### src/rtl/t_reg_array.sv
// Circular traceback ring: rotates every cycle; a valid cycle replaces the entry
// wrapping around to the head. t_out is the head entry.
module t_reg_array #(
    parameter int REG_NUM = 256
) (
    input  logic       clk,
    input  logic       rst,
    input  logic       valid,
    input  logic [1:0] t_in,
    output logic [1:0] t_out
);

    logic [2*REG_NUM-1:0] ring_q;

    always_ff @(posedge clk or posedge rst) begin
        if (rst) begin
            ring_q <= '0;
        end else begin
            ring_q <= {ring_q[2*REG_NUM-3:0], (valid ? t_in : ring_q[2*REG_NUM-1 -: 2])};
        end
    end

    assign t_out = ring_q[1:0];

endmodule

### config.mk
export PLATFORM = sky130hd
export DESIGN_NAME = t_reg_array
export DESIGN_NICKNAME = d
export VERILOG_FILES = /design/src/rtl/t_reg_array.sv
export SDC_FILE = /design/constraint.sdc
export NUM_CORES = 1
export LEC_CHECK = 0
export BUFFER_PORTS_ARGS = -buffer_cell sky130_fd_sc_hd__buf_2
export CORE_ASPECT_RATIO = 0.7
export CORE_MARGIN = 1
export CORE_UTILIZATION = 35
export CTS_CLUSTER_SIZE = 40
export DETAILED_ROUTE_END_ITERATION = 6
export GPL_TIMING_DRIVEN = 1
export PLACE_DENSITY = 0.57
export RECOVER_POWER = 100
export SLEW_MARGIN = 40
export SYNTH_ARGS = -nofsm -noshare
export SYNTH_HDL_FRONTEND = slang
export SYNTH_SLANG_ARGS = --single-unit
### constraint.sdc
create_clock -name clk -period 15.44 [get_ports clk]
set_input_delay 0 -clock clk [delete_from_list [all_inputs] [get_ports clk]]
set_output_delay 0 -clock clk [all_outputs]
set_load 0.005 [all_outputs]
==> flow_summary.json <==
{
  "status": "complete, but fails checks",
  "violations": "capacitance limit, slew limit",
  "synthArstFlopShare_pct": 100,
  "cp.required_ns": 14.82,
  "hold_path_class": "input port to register",
  "cts_root_buf": "clkbuf_16",
  "vias_per_cell": 3.71,
  "yosys_warnings": 0,
  "power_mw": 2.52,
  "io_buffers": 6,
  "yosysSeqAreaShare_pct": 99.7,
  "synth_ff_type": "dfrtp_1",
  "synth.distinct_cells": 4,
  "cpPeakStageDelay_ns": 3.71,
  "timing.hold.ws_ns": 0.290,
  "drc": 0,
  "gp_congestion": 0.656,
  "synth_xor_area_share_pct": 0,
  "num_rows": 58,
  "syn2layout_area_growth_pct": 17.8,
  "yosysMostFrequentCell": "dfrtp_1",
  "post_drt_wl_per_cell_um": 13.4,
  "synthTopCellsByArea": "dfrtp_1 100%, mux2_2 0.18%, buf_4 0.12%",
  "core_area_mm2": 0.0361,
  "power_leakage_nw": 7.90,
  "dieArea_mm2": 0.0375,
  "finalWirelength_um": 14600,
  "synth_edf_count": 0,
  "setup.worst_path.class": "input port to async pin",
  "start_kind": "input port",
  "fin_area_mm2": 0.0151,
  "clockBufferDepth": 3,
  "tritoncts": "yes",
  "synthTopCellsByCount": "512 x dfrtp_1, 2 x buf_4, 2 x mux2_2",
  "hpwlAfterDp_um": 5970,
  "maxSlewHeadroom_pct": -351,
  "max-cap-violations": 1,
  "clk_latency_ns": 0.54,
  "synth_top_area_share_pct": 99.7,
  "worstPathCellList": "dlygate4sd3_1 -> clkbuf_1 -> clkinvlp_2",
  "synth_simple_gate_area_share_pct": 0,
  "yosys.area_share.adder_pct": 0,
  "largest_register": "ring_q",
  "via_count": 4044,
  "synth-seq-cells": 512,
  "slowest_stage": "clkinvlp_2",
  "clock.fmax_mhz": 197,
  "cts_made_buffers": 44,
  "final_net_count": 581,
  "drtIter0Drc": 253,
  "synth_nets": 522,
  "ir_drop_mv": 0.0922,
  "largest_reg_flops": 512,
  "crit_fanout": 163,
  "drtPass1Iterations": 2,
  "rsz0062_at_grt": "false",
  "syn_area_per_cell_um2": 24.9,
  "muxShareOfSynthArea_pct": 0.175,
  "syn_inst": 517,
  "io_pins": 7,
  "synth_compound_area_share_pct": 0,
  "grt_usage_pct": 8.55,
  "fp.dieW_um": 231,
  "grt_pass1_vias": 4567,
  "initial_core_util_pct": 35.6,
  "place_area_mm2": 0.0135,
  "crit_path_end_kind": "async pin",
  "reg_top3": "ring_q: 512 flops",
  "cts.sinks": 512,
  "power_density_mw_per_mm2": 167,
  "fin_worst_skew_ns": 0.0141,
  "finalCritPeriodShare_pct": 32.9,
  "fill_cells": 3062,
  "hold_viol": 0,
  "crit_arrival_ns": 4.46,
  "antenna_left": 0,
  "final-max-slew-violation-count": 164,
  "grt_overflow_total": 0,
  "antenna_found_initial": 0,
  "period_needed_ns": 5.08,
  "synth_top_family_by_area": "multiplexers",
  "drive_above_1_share_pct": 13.6,
  "grt_pass1_wl_um": 25300,
  "worstMarginPinSlew_ns": 6.73,
  "post_cts_buffers": 0,
  "synth_top_area_cell": "dfrtp_1",
  "antenna_cells": 0,
  "clk_pin_slew_worst_paths_ns": 0.06,
  "setup_tns_ns": 0,
  "setup_viol": 0,
  "grt_max_degree": 178,
  "syn-cell-area_mm2": 0.0129,
  "die_y_um": 162,
  "cts_htree_levels": 2
}
==> worst max-delay path, delay by kind of cell <==
kind	cells	cell delay, ns
buf+inv	3	4.34
==> cell usage in the layout (no fill, tap or decap), drive strengths merged <==
cell | netlist | final
dlygate4sd3 | 0 | 5
mux2 | 2 | 2
clkinvlp | 0 | 2
clkinv | 0 | 9
clkbuf | 0 | 67
inv | 1 | 1
buf | 2 | 7
bufinv | 0 | 6
dfrtp | 512 | 512
==> report_power, final <==
part / switching [mW] / total [mW] / internal, mW
sequential: 0.00457 / 1.36 / 1.36
combinational: 0.0241 / 0.0279 / 0.00372
clock: 0.451 / 1.13 / 0.683
total: 0.480 / 2.52 / 2.04
==> cell families after synthesis <==
family,count (synthesis)
buf+inv,3
flops,512
mux,2
==> final timing paths <==
check / from / end / slack [ns] / cells after the start
max: rst / ring_q[437] / 10.36 / 3
min: valid / ring_q[0] / 0.29 / 3
max reg2reg: ring_q[511] / ring_q[1] / 14.14 / 2
min reg2reg: ring_q[40] / ring_q[42] / 0.34 / 0
max in group clk: ring_q[511] / ring_q[1] / 14.14 / 2
min in group asynchronous: rst / ring_q[202] / 2.12 / 3
==> final cells by class <==
type | instances | area [um^2] | area share [%]
Clock inverter | 17 | 264 | 1.74
Clock buffer | 64 | 1290 | 8.50
Sequential cell | 512 | 12800 | 84.6
Tap cell | 480 | 601 | 3.97
Inverter | 1 | 5.00 | 0.0331
Multi-Input combinational cell | 2 | 22.5 | 0.149
Timing Repair Buffer | 15 | 150 | 0.992
==> repair_timing <==
| item | in CTS | in global routing |
|---|---|---|
| resized for setup | 0 | 0 |
| hold endpoints to repair | 162 | 0 |
| hold buffers | 5 | 0 |
==> metrics by stage <==
| stage | util, % | setup slack [ns] | cells |
|---|---|---|---|
| floorplan | - | 1.14 | 517 |
| CTS | 41.9 | 13.83 | 1090 |
| finish | 42.0 | 10.36 | 1091 |
| global placement | 37.5 | 13.50 | 1004 |
| detailed placement | 37.5 | 13.80 | 1004 |
| global route | 42.0 | 9.09 | 1091 |
==> routing by layer <==
metal	GRT usage [%]	wire length [um]	vias up
met5	0	0	-
met4	3.16	332	0
met3	2.80	698	37
met2	10.1	5560	51
met1	14.1	8050	2233
li1	-	-	1723
(Power assumes the default switching activity.)
